File: src/rtl/inst_encoder_loader.sv
// Field-level MIPS instruction encoder that streams words into instruction memory.
// Optional readback verification is enabled with INST_ENC_READBACK_EN.
module inst_encoder_loader #(
    parameter int                ADDR_W    = 32,
    parameter logic [ADDR_W-1:0] BASE_ADDR = 32'h0000_0000,
    parameter int                MAX_INSTS = 256,
    parameter int                CNT_W     = 9
) (
    input  logic              inclk,
    input  logic              rst_n,
    input  logic              start,
    input  logic              finish,
    input  logic              in_valid,
    output logic              in_ready,
    input  logic [4:0]        op_sel,
    input  logic [4:0]        rs,
    input  logic [4:0]        rt,
    input  logic [4:0]        rd,
    input  logic [4:0]        shamt,
    input  logic [15:0]       imm,
    input  logic [25:0]       target,
    output logic              im_we,
    output logic [ADDR_W-1:0] im_addr,
    output logic [31:0]       im_wdata,
`ifdef INST_ENC_READBACK_EN
    output logic              im_re,
    input  logic [31:0]       im_rdata,
    output logic              err_verify,
`endif
    output logic              busy,
    output logic              done,
    output logic [CNT_W-1:0]  inst_count,
    output logic              err_illegal,
    output logic              err_full
);

    localparam logic [2:0] S_IDLE  = 3'd0;
    localparam logic [2:0] S_LOAD  = 3'd1;
    localparam logic [2:0] S_WRITE = 3'd2;
    localparam logic [2:0] S_DONE  = 3'd3;
`ifdef INST_ENC_READBACK_EN
    localparam logic [2:0] S_VER1  = 3'd4;
    localparam logic [2:0] S_VER2  = 3'd5;
`endif

    logic [2:0]        state_q, state_d;
    logic [ADDR_W-1:0] addr_q, addr_d;
    logic [CNT_W-1:0]  cnt_q, cnt_d;
    logic [31:0]       word_q, word_d;
    logic              ill_q, ill_d;
    logic              full_err_q, full_err_d;
    logic [31:0]       word_enc;
    logic              legal;
    logic              full;
    logic              mem_access;
`ifdef INST_ENC_READBACK_EN
    logic              ver_q, ver_d;
`endif

    always_comb begin
        word_enc = '0;
        legal    = 1'b1;
        case (op_sel)
            5'd0:  word_enc = {6'h00, rs, rt, rd, 5'd0, 6'h20};
            5'd1:  word_enc = {6'h00, rs, rt, rd, 5'd0, 6'h21};
            5'd2:  word_enc = {6'h00, rs, rt, rd, 5'd0, 6'h22};
            5'd3:  word_enc = {6'h00, rs, rt, rd, 5'd0, 6'h23};
            5'd4:  word_enc = {6'h00, rs, rt, rd, 5'd0, 6'h24};
            5'd5:  word_enc = {6'h00, rs, rt, rd, 5'd0, 6'h25};
            5'd6:  word_enc = {6'h00, rs, rt, rd, 5'd0, 6'h26};
            5'd7:  word_enc = {6'h00, 5'd0, rt, rd, shamt, 6'h00};
            5'd8:  word_enc = {6'h00, 5'd0, rt, rd, shamt, 6'h02};
            5'd9:  word_enc = {6'h00, 5'd0, rt, rd, shamt, 6'h03};
            5'd10: word_enc = {6'h08, rs, rt, imm};
            5'd11: word_enc = {6'h09, rs, rt, imm};
            5'd12: word_enc = {6'h0C, rs, rt, imm};
            5'd13: word_enc = {6'h0D, rs, rt, imm};
            5'd14: word_enc = {6'h23, rs, rt, imm};
            5'd15: word_enc = {6'h2B, rs, rt, imm};
            5'd16: word_enc = {6'h04, rs, rt, imm};
            5'd17: word_enc = {6'h05, rs, rt, imm};
            5'd18: word_enc = {6'h02, target};
            default: legal = 1'b0;
        endcase
    end

    assign full = (cnt_q == CNT_W'(MAX_INSTS));

    always_comb begin
        state_d    = state_q;
        addr_d     = addr_q;
        cnt_d      = cnt_q;
        word_d     = word_q;
        ill_d      = ill_q;
        full_err_d = full_err_q;
`ifdef INST_ENC_READBACK_EN
        ver_d      = ver_q;
`endif
        case (state_q)
            S_IDLE: begin
                if (start) begin
                    state_d    = S_LOAD;
                    addr_d     = BASE_ADDR;
                    cnt_d      = '0;
                    ill_d      = 1'b0;
                    full_err_d = 1'b0;
`ifdef INST_ENC_READBACK_EN
                    ver_d      = 1'b0;
`endif
                end
            end
            S_LOAD: begin
                if (in_valid && !full) begin
                    if (legal) begin
                        word_d  = word_enc;
                        state_d = S_WRITE;
                    end else begin
                        ill_d = 1'b1;
                    end
                end else begin
                    if (in_valid) full_err_d = 1'b1;
                    if (finish) state_d = S_DONE;
                end
            end
            S_WRITE: begin
                cnt_d = cnt_q + CNT_W'(1);
`ifdef INST_ENC_READBACK_EN
                // address advance deferred so the readback reuses the write address
                state_d = S_VER1;
`else
                addr_d  = addr_q + ADDR_W'(4);
                state_d = S_LOAD;
`endif
            end
`ifdef INST_ENC_READBACK_EN
            S_VER1: state_d = S_VER2;
            S_VER2: begin
                if (im_rdata != word_q) ver_d = 1'b1;
                addr_d  = addr_q + ADDR_W'(4);
                state_d = S_LOAD;
            end
`endif
            S_DONE:  state_d = S_IDLE;
            default: state_d = S_IDLE;
        endcase
    end

    always_ff @(posedge inclk or negedge rst_n) begin
        if (!rst_n) begin
            state_q    <= S_IDLE;
            addr_q     <= BASE_ADDR;
            cnt_q      <= '0;
            word_q     <= '0;
            ill_q      <= 1'b0;
            full_err_q <= 1'b0;
`ifdef INST_ENC_READBACK_EN
            ver_q      <= 1'b0;
`endif
        end else begin
            state_q    <= state_d;
            addr_q     <= addr_d;
            cnt_q      <= cnt_d;
            word_q     <= word_d;
            ill_q      <= ill_d;
            full_err_q <= full_err_d;
`ifdef INST_ENC_READBACK_EN
            ver_q      <= ver_d;
`endif
        end
    end

    assign im_we       = (state_q == S_WRITE);
`ifdef INST_ENC_READBACK_EN
    assign im_re       = (state_q == S_VER1);
    assign err_verify  = ver_q;
    assign mem_access  = im_we | im_re;
`else
    assign mem_access  = im_we;
`endif
    assign im_addr     = mem_access ? addr_q : '0;
    assign im_wdata    = im_we ? word_q : '0;
    assign in_ready    = (state_q == S_LOAD) && !full;
    assign busy        = (state_q != S_IDLE);
    assign done        = (state_q == S_DONE);
    assign inst_count  = cnt_q;
    assign err_illegal = ill_q;
    assign err_full    = full_err_q;

endmodule

File: config.mk
export PLATFORM = sky130hd
export DESIGN_NAME = inst_encoder_loader
export DESIGN_NICKNAME = d
export VERILOG_FILES = /design/src/rtl/inst_encoder_loader.sv
export SDC_FILE = /design/constraint.sdc
export NUM_CORES = 1
export LEC_CHECK = 0
export CAP_MARGIN = 40
export CORE_MARGIN = 1.5
export CORE_UTILIZATION = 46
export CTS_CLUSTER_DIAMETER = 50
export DETAILED_ROUTE_END_ITERATION = 6
export GPL_TIMING_DRIVEN = 1
export PLACE_DENSITY_LB_ADDON = 0.15
export SLEW_MARGIN = 20
export SYNTH_ARGS = -nofsm -noshare
export SYNTH_HDL_FRONTEND = slang
export SYNTH_SLANG_ARGS = --single-unit
File: constraint.sdc
create_clock -name inclk -period 2.3 [get_ports inclk]
set_input_delay 0.46 -clock inclk [delete_from_list [all_inputs] [get_ports inclk]]
set_output_delay 0.46 -clock inclk [all_outputs]
set_load 0.01 [all_outputs]
## Yosys cells after proc, flatten, opt, wreduce, memory -nomap -nowiden

Index checks and enable logic that the tools add are counted.
W data, S select, Z words.

| cells by class | value |
|---|---|
| equality and inequality tests | 29 |
| add/sub/neg operators | 2 |
| reductions and logical operators | 14 |
| multiplexer cells | 20 |

Operators by type and width:

| kind | number |
|---|---|
| $pmux W32 S19 | 1 |
| $mux W32 | 3 |
| $pmux W32 S2 | 1 |
| $eq A5 B4 Y1 const B | 8 |
| $add A32 B3 Y32 const B | 1 |
| $eq A5 B3 Y1 const B | 4 |
| $reduce_or A19 Y1 | 1 |
| $pmux W9 S2 | 1 |
| $eq A5 B5 Y1 const B | 3 |
| $mux W3 | 4 |
| $eq A5 B2 Y1 const B | 2 |
| $ne A2 B2 Y1 const B | 5 |
| $add A9 B1 Y9 const B | 1 |
| $eq A9 B9 Y1 const B | 1 |
| $mux W9 | 1 |
| $pmux W3 S3 | 1 |
| $reduce_and A4 Y1 | 2 |
| $eq A3 B2 Y1 const B | 2 |
| $mux W1 | 6 |
| $ne A3 B3 Y1 const B | 2 |
| $reduce_and A3 Y1 | 2 |
| $eq A5 B1 Y1 const B | 1 |
| $logic_not A5 Y1 | 1 |
| $pmux W1 S2 | 2 |
| 7 further kinds | 9 |

| word-level totals | value |
|---|---|
| logic and storage cells | 71 |
| register bits | 78 |
| output and inout port bits | 79 |
| input port bits | 72 |

## Depth between registers and ports, before layout

Gate-level depths: netlist (run 1).

| logic depth | value |
|---|---|
| word-level depth | 6 |
| gate-level depth with buffers | 9 |
| depth with buffers taken out | 7 |

## Worst setup path before layout (run 1)

No wires, ideal clock.

| path | value |
|---|---|
| path type | flip-flop to flip-flop |
| start point | register cnt_q[0], in the netlist inst_count[0] |
| end point | register word_q[28] |
| library setup time | 125 ps |
| setup slack | 232 ps |
| cell stages (with the launch flop) | 9 |
| arrival time | 1,943 ps |
| data required time | 2,175 ps |
| cell sequence | dfrtp_1 > inv_1 > ha_1 > nor4b_1 > a41o_1 > or3_1 > buf_2 > buf_6 > mux2_4 |

| on the way | value |
|---|---|
| longest elaborated chain between the ends | 4 |

Ends and longest elaborated chain:

| what | RTL line | RTL |
|---|---|---|
| start, declared | 48 | `logic [CNT_W-1:0] cnt_q, cnt_d;` |
| start signal, assigned | 162 | `cnt_q <= cnt_d;` |
| $eq A9 B9 Y1 | 87 | `assign full = (cnt_q == CNT_W'(MAX_INSTS));` |
| $logic_not A1 Y1 | 113 | `if (in_valid && !full) begin` |
| $logic_and A1 B1 Y1 | 113 |  |
| $reduce_and A3 Y1 (no line) | n/a |  |
| end signal, assigned | 163 | `word_q <= word_d;` |
| end, declared | 49 | `logic [31:0] word_q, word_d;` |

No other way between the ends.
A chain may end at the register's enable or synchronous reset.

## Worst setup path in the final report (run 1)

| path | value |
|---|---|
| start point | register state_q[0] |
| end point | output port im_addr[9] |

| on the way | value |
|---|---|
| longest elaborated chain between the ends | 2 |

Ends and longest elaborated chain:

| what | RTL line | RTL |
|---|---|---|
| start, declared | 46 | `logic [2:0] state_q, state_d;` |
| start signal, assigned | 160 | `state_q <= state_d;` |
| $eq A3 B2 Y1 | 172 | `assign im_we = (state_q == S_WRITE);` |
| $mux W32 | 180 | `assign im_addr = mem_access ? addr_q : '0;` |
| end, declared | 23 | `output logic [ADDR_W-1:0] im_addr,` |

No other way between the ends.

==> results of run 1 <==
[power by group]
| group | total (mW) | internal, mW | leakage (nW) | switching [mW] |
|---|---|---|---|---|
| combinational | 1.57 | 0.759 | 2.16 | 0.808 |
| clock | 1.08 | 0.567 | 0.106 | 0.511 |
| sequential | 1.74 | 1.58 | 1.00 | 0.163 |
| total | 4.39 | 2.91 | 3.27 | 1.48 |
[metrics by stage]
stage	util [%]	setup TNS, ps	total power [mW]	instances
floorplan	-	0	2.51	523
global placement	66.3	-280	3.18	776
detailed placement	66.3	-777	3.24	776
CTS	69.0	0	4.41	795
global route	69.7	0	4.66	796
finish	69.7	0	4.39	796
[worst max path at each step]
| stage | from | end | depth (start not counted) |
|---|---|---|---|
| after floorplan | inst_count[0]$_DFFE_PN0P_ | word_q[28]$_DFFE_PN0P_ | 8 |
| after global placement | in_valid | word_q[16]$_DFFE_PN0P_ | 7 |
| after detailed placement | in_valid | word_q[20]$_DFFE_PN0P_ | 7 |
| after CTS | state_q[0]$_DFFE_PN0P_ | im_wdata[3] | 5 |
| after global routing | state_q[0]$_DFFE_PN0P_ | im_addr[9] | 4 |
| final | state_q[0]$_DFFE_PN0P_ | im_addr[9] | 4 |
[area by class of cell]
type	count	area, sq um	area share, %
multi-input combinational	399	2330	36.4
inverter	12	50.0	0.781
tap	111	139	2.17
clock inverter	5	60.1	0.937
timing repair buffer	184	1830	28.5
sequential	74	1850	28.9
clock buffer	11	151	2.36
[layer usage]
| layer | vias up | track usage, % |
|---|---|---|
| met5 | - | 0 |
| met4 | 0 | 8.45 |
| met3 | 22 | 4.32 |
| met2 | 163 | 43.9 |
| met1 | 2135 | 30.6 |
| li1 | 2167 | - |
[cells in the final DEF, fill, tap and decap left out, types with 2 or more instances in the layout]
cell / instances
a211oi_1: 5
a21oi_1: 23
a222oi_1: 5
a22oi_1: 10
a2bb2oi_1: 4
a31oi_1: 3
a32oi_1: 5
a41oi_1: 2
and2_1: 57
and3_1: 6
and4_1: 3
buf_12: 3
buf_4: 33
clkbuf_8: 11
clkdlybuf4s50_1: 86
conb_1: 3
dfrtp_1: 73
dlygate4sd2_1: 39
dlymetal6s2s_1: 20
ha_1: 3
inv_1: 11
inv_6: 3
mux2i_1: 7
nand2_1: 73
nand2b_1: 8
nand3_1: 36
nand4_1: 13
nor2_1: 24
nor2_2: 2
nor2b_1: 3
o211ai_1: 5
o21ai_0: 62
o31ai_1: 7
or2_2: 3
xor2_1: 2
[cell families after synthesis]
kind of cell | share of synthesized area [%]
DFF | 42.5
AOI/OAI and AO/OA | 19.7
muxes | 1.95
xor gates and xnor gates | 0.603
other | 0.0860
and+or+nand+nor | 29.3
buffers and inverters | 5.02
adders and majority gates | 0.861
[state kept, by name, indices dropped and copies added (netlist names)]
signal / flops
addr_q: 30
err_full: 1
err_illegal: 1
inst_count: 9
word_q: 31
state_q: 2
[what timing repair did]
| item | in CTS | in global routing |
|---|---|---|
| setup endpoints to repair | 60 | 21 |
| cloned | 2 | 0 |
| resized for setup | 45 | 26 |
| pin swaps | 1 | 1 |
| setup buffers | 1 | 1 |
[worst reg2reg max path, stage by stage, from the launching register on]
cell and delay [ps]:
dfrtp_1 360, inv_1 60, ha_1 170, nor4b_4 130
a41o_1 270, or3_2 560, buf_4 260, nand2_1 100
o21ai_0 80
==> flow_summary.yaml, run 1 <==
synthesis:
  synth_top_area_share_pct: 42.5
  synth_edf_count: 0
  synth_cell_types: 55
  yosysTopAreaCell: "dfrtp_1"
  syn_area_sq_um: 4360
  synthTopCellsByArea: "dfrtp_1 42%, and2_1 8.2%, o21ai_0 7.1%"
  syn_inst: 521
  synth_common_cells: "74 x dfrtp_1, 73 x nand2_1, 62 x o21ai_0, 57 x and2_1, 36 x nand3_1"
  yosysSeqAreaShare_pct: 42.5
  post-synth-top-count-cell: "dfrtp_1"
  syn_avg_cell_area_sq_um: 8.37
  synth-async-reset-ratio_pct: 100
  ys_warn_count: 0
  yosys_register_bits: 74
  synth_flop_cell: "dfrtp_1"
worst_setup_path:
  worstPathArrival_ps: 1780
  reg2reg_slack_ps: 180
  rr_worst_depth: 8
  cp_top_family: "buffers and inverters"
  crit_fanout: 18
  slowest_delay_ps: 540
  crit_slowest_cell: "clkdlybuf4s50_1"
  r2r_start: "inst_count[1]$_DFFE_PN0P_"
  cp_num_buf_inv: 2
  critPathLaunchType: "flip-flop"
  crit_path_end_kind: "output pin"
  crit_type: "reg -> out"
  worstPathRequired_ps: 1840
  path_cells: "nand2b_4 -> buf_4 -> nor2_2 -> clkdlybuf4s50_1"
  timing.rr.end: "word_q[20]$_DFFE_PN0P_"
placement:
  dpl-instance-area_sq_um: 6090
  portBuffers: 147
  post-place-ws_ps: -67.0
  gp_congestion: 0.797
  hpwl_um: 8820
timing:
  final_max_slew_viol_count: 0
  rsz0062_at_grt: "false"
  whs_ps: 20.7
  period_needed_ps: 2240
  setup_viol: 0
  finClkSkew_ps: 15.2
  period_share_pct: 97.3
  fmax_mhz: 447
  hold_viol_final: 0
  fin_ws_ps: 63.2
routing:
  wl_met1_um: 5220
  viasPerCell: 5.64
  vias: 4487
  drt_iter0_drc: 169
  wl_met3_um: 700
  drc_errors: 0
  wl_per_cell_um: 15.4
  top_layer: "met4"
  firstDrtPassIters: 5
  ant_nets: 0
  wl_met2_um: 6110
  routed_wl_um: 12300
min_path:
  hold_path.class: "in -> async"
layout:
  n_antenna_cell: 0
  fillers: 774
  drive_above_1_share_pct: 10.5
  nets: 755
  syn_to_final_growth_pct: 47.0
  fin_area_sq_um: 6410
grt:
  grt_max_degree: 49
  grt_overflow_total: 0
  antenna_found_initial: 0
  grt_pass1_vias: 4219
  grt_pass1_wl_um: 19900
  track_usage_pct: 24.8
clock_network:
  cts_buffers: 9
  cts_tree: "built"
  clock_path_buffers: 2
  cts_max_level: 3
  clkTransAtPathRegs_ps: 80
  root_buffer: "clkbuf_8"
  cts.sinks: 74
  hold_buffers: 0
  insertion_delay_ps: 350
die:
  fp.dieW_um: 100
  boundaryPins: 151
  die_area_sq_um: 10100
  start_util_pct: 47.4
  rows: 35
  core-area_sq_um: 9200
  die_h_um: 100
power:
  power.leakage_nw: 3.27
  ir_drop_mv: 0.436
  power_density_nw_per_um2: 684
status:
  status: "finished clean"
job:
  drv_cap: 0
Note: power is estimated with default switching activity, not from simulation.
==> run 2, diff against run 1 <==
Settings changed: CORE_UTILIZATION 46 to 42.
Clock period 2.3 ns to 2 ns, I/O delays scaled along.
==> run 2 against run 1 <==
Against the previous run: the flow now finishes with violations (setup timing); clock power increased by 10%; flip-flop and latch count unchanged; design area increased by 4.8%; non-clock buffer count increased by 28; hold slack improved by 460 ps; sequential share of layout area decreased by 1.3 points; sequential power increased by 16%; global-route usage decreased by 0.15 points; die area increased by 9.2%; via count increased by 1.4%; critical path type unchanged.
==> flow_summary.yaml, run 2 (synthesis results as in run 1) <==
status:
  status: "finished, violations left"
  failed_checks: "setup timing"
grt:
  antenna_found_initial: 0
  grt_overflow_total: 0
  grt_max_degree: 34
  grt_pass1_wl_um: 21900
  grt_pass1_vias: 4766
  track_usage_pct: 24.7
timing:
  finClkSkew_ps: 12.3
  hold_viol_final: 0
  final_max_slew_viol_count: 0
  period_share_pct: 103
  period_needed_ps: 2050
  setup_viol: 14
  rsz0062_at_grt: "true"
  fin_ws_ps: -52.0
  fmax_mhz: 487
layout:
  largest_reg_flops: 31
  fin_area_sq_um: 6720
  n_antenna_cell: 0
  top_register: "word_q"
  mostFrequentLayoutCells: "81 x clkdlybuf4s50_1, 74 x dfrtp_1, 72 x nand2_1"
  final_common_cell: "clkdlybuf4s50_1"
  drive_above_1_share_pct: 25.9
  syn_to_final_growth_pct: 54.1
  nets: 783
  final_util_pct: 66.0
worst_setup_path:
  worstPathArrival_ps: 1650
  reg2reg_slack_ps: 90
  critPathLaunchType: "flip-flop"
  crit_type: "reg -> out"
  crit_fanout: 7
  crit_path_end_kind: "output pin"
  worstPathRequired_ps: 1600
die:
  rows: 37
  start_util_pct: 42.8
  die_area_sq_um: 11000
  fp.dieW_um: 105
  die_h_um: 105
  boundaryPins: 151
  core-area_sq_um: 10200
clock_network:
  cts_buffers: 9
  insertion_delay_ps: 350
  cts_max_level: 3
  cts_tree: "built"
  clock_path_buffers: 2
  clkTransAtPathRegs_ps: 80
  cts.sinks: 74
  root_buffer: "clkbuf_8"
placement:
  portBuffers: 147
  hpwl_um: 9220
  gp_congestion: 0.846
  dpl-instance-area_sq_um: 6310
routing:
  wl_per_cell_um: 15.5
  drc_errors: 0
  viasPerCell: 5.36
  vias: 4551
  firstDrtPassIters: 5
  routed_wl_um: 13200
  ant_nets: 0
  drt_iter0_drc: 158
power:
  seqPwrFrac_pct: 37.5
  power.leakage_nw: 3.08
  p_clk_share_pct: 22.3
  comb_power_share_pct: 40.2
  ir_drop_mv: 0.385
  power_density_nw_per_um2: 796
  power.internal_mw: 3.52
  p_switching_mw: 1.82
  swShare_pct: 34.1
job:
  drv_cap: 0
min_path:
  hold_path.class: "reg -> reg"
[run 2: cell count changes in the layout (fill, tap and decap cells not counted), moves of 3 or more]
cell and change:
dlymetal6s2s_1 -20, inv_6 -3, clkdlybuf4s15_1 +4, dlygate4sd2_1 -33
and2_4 +30, buf_4 +19, clkdlybuf4s50_1 -5, buf_6 +34
and2_1 -30, buf_2 +19, clkbuf_2 +5
[run 2: worst paths after layout]
path                                                start                        end  cells after the start
worst min register to register     addr_q[31]$_DFFE_PN0P_     addr_q[31]$_DFFE_PN0P_                      1
worst min-delay path               addr_q[31]$_DFFE_PN0P_     addr_q[31]$_DFFE_PN0P_                      1
max in group asynchronous                           rst_n     addr_q[20]$_DFFE_PN0P_                      3
min in group asynchronous                           rst_n  inst_count[8]$_DFFE_PN0P_                      2
worst max register to register  inst_count[0]$_DFFE_PN0P_     word_q[24]$_DFFE_PN0P_                      7
worst max-delay path               state_q[0]$_DFFE_PN0P_                im_wdata[7]                      8
[run 2: repair_timing]
action,4_1_cts,5_1_grt
resized for setup,241,76
setup buffers,9,3
endpoints found under the hold margin,18,0
pin swaps,6,12
setup endpoints to repair,80,94
gates cloned,5,0
hold buffers,1,0
[run 2: power by group through the flow]
stage	clock network (mW)	logic, mW	registers, mW
6_report	1.19	2.15	2.01
5_1_grt	1.26	2.35	2.04
2_1_floorplan	0	0.914	1.99
3_3_place_gp	0	1.76	1.99
4_1_cts	1.21	2.19	1.99
3_5_place_dp	0	1.82	2.00
[run 2: final cells by class]
type	instances	area, sq um
Clock buffer	12	145
Clock inverter	4	51.3
Fill cell	855	3460
Inverter	12	57.6
Multi-Input combinational cell	399	2430
Sequential cell	74	1850
Tap cell	136	170
Timing Repair Buffer	212	2010
[run 2: worst max-delay path: stages, from the launching register on]
cell	delay (ps)
dfrtp_1	390
nand2b_4	160
buf_12	130
clkinv_8	50
buf_6	100
buf_6	120
buf_8	120
and2_4	140
buf_6	90
[run 2: metrics by stage]
| stage | worst slack, ps | power [mW] | instances | TNS [ps] | hold WS, ps |
|---|---|---|---|---|---|
| after floorplan | -37.9 | 2.91 | 523 | -37.9 | 104 |
| after global placement | -302 | 3.75 | 821 | -7700 | 375 |
| after detailed placement | -338 | 3.81 | 821 | -8260 | 380 |
| after CTS | -160 | 5.38 | 852 | -2780 | 477 |
| after global routing | -114 | 5.66 | 849 | -1710 | 505 |
| final | -52.0 | 5.35 | 849 | -621 | 478 |
[run 2: layer usage]
layer / wire, um / up-vias / share of wire [%] / GRT usage, %
li1: - / 2219 / - / -
met1: 5500 / 2160 / 42 / 29.1
met2: 6690 / 145 / 51 / 43.2
met3: 685 / 27 / 5.2 / 4.43
met4: 298 / 0 / 2.3 / 11.6
met5: 0 / - / 0 / 0
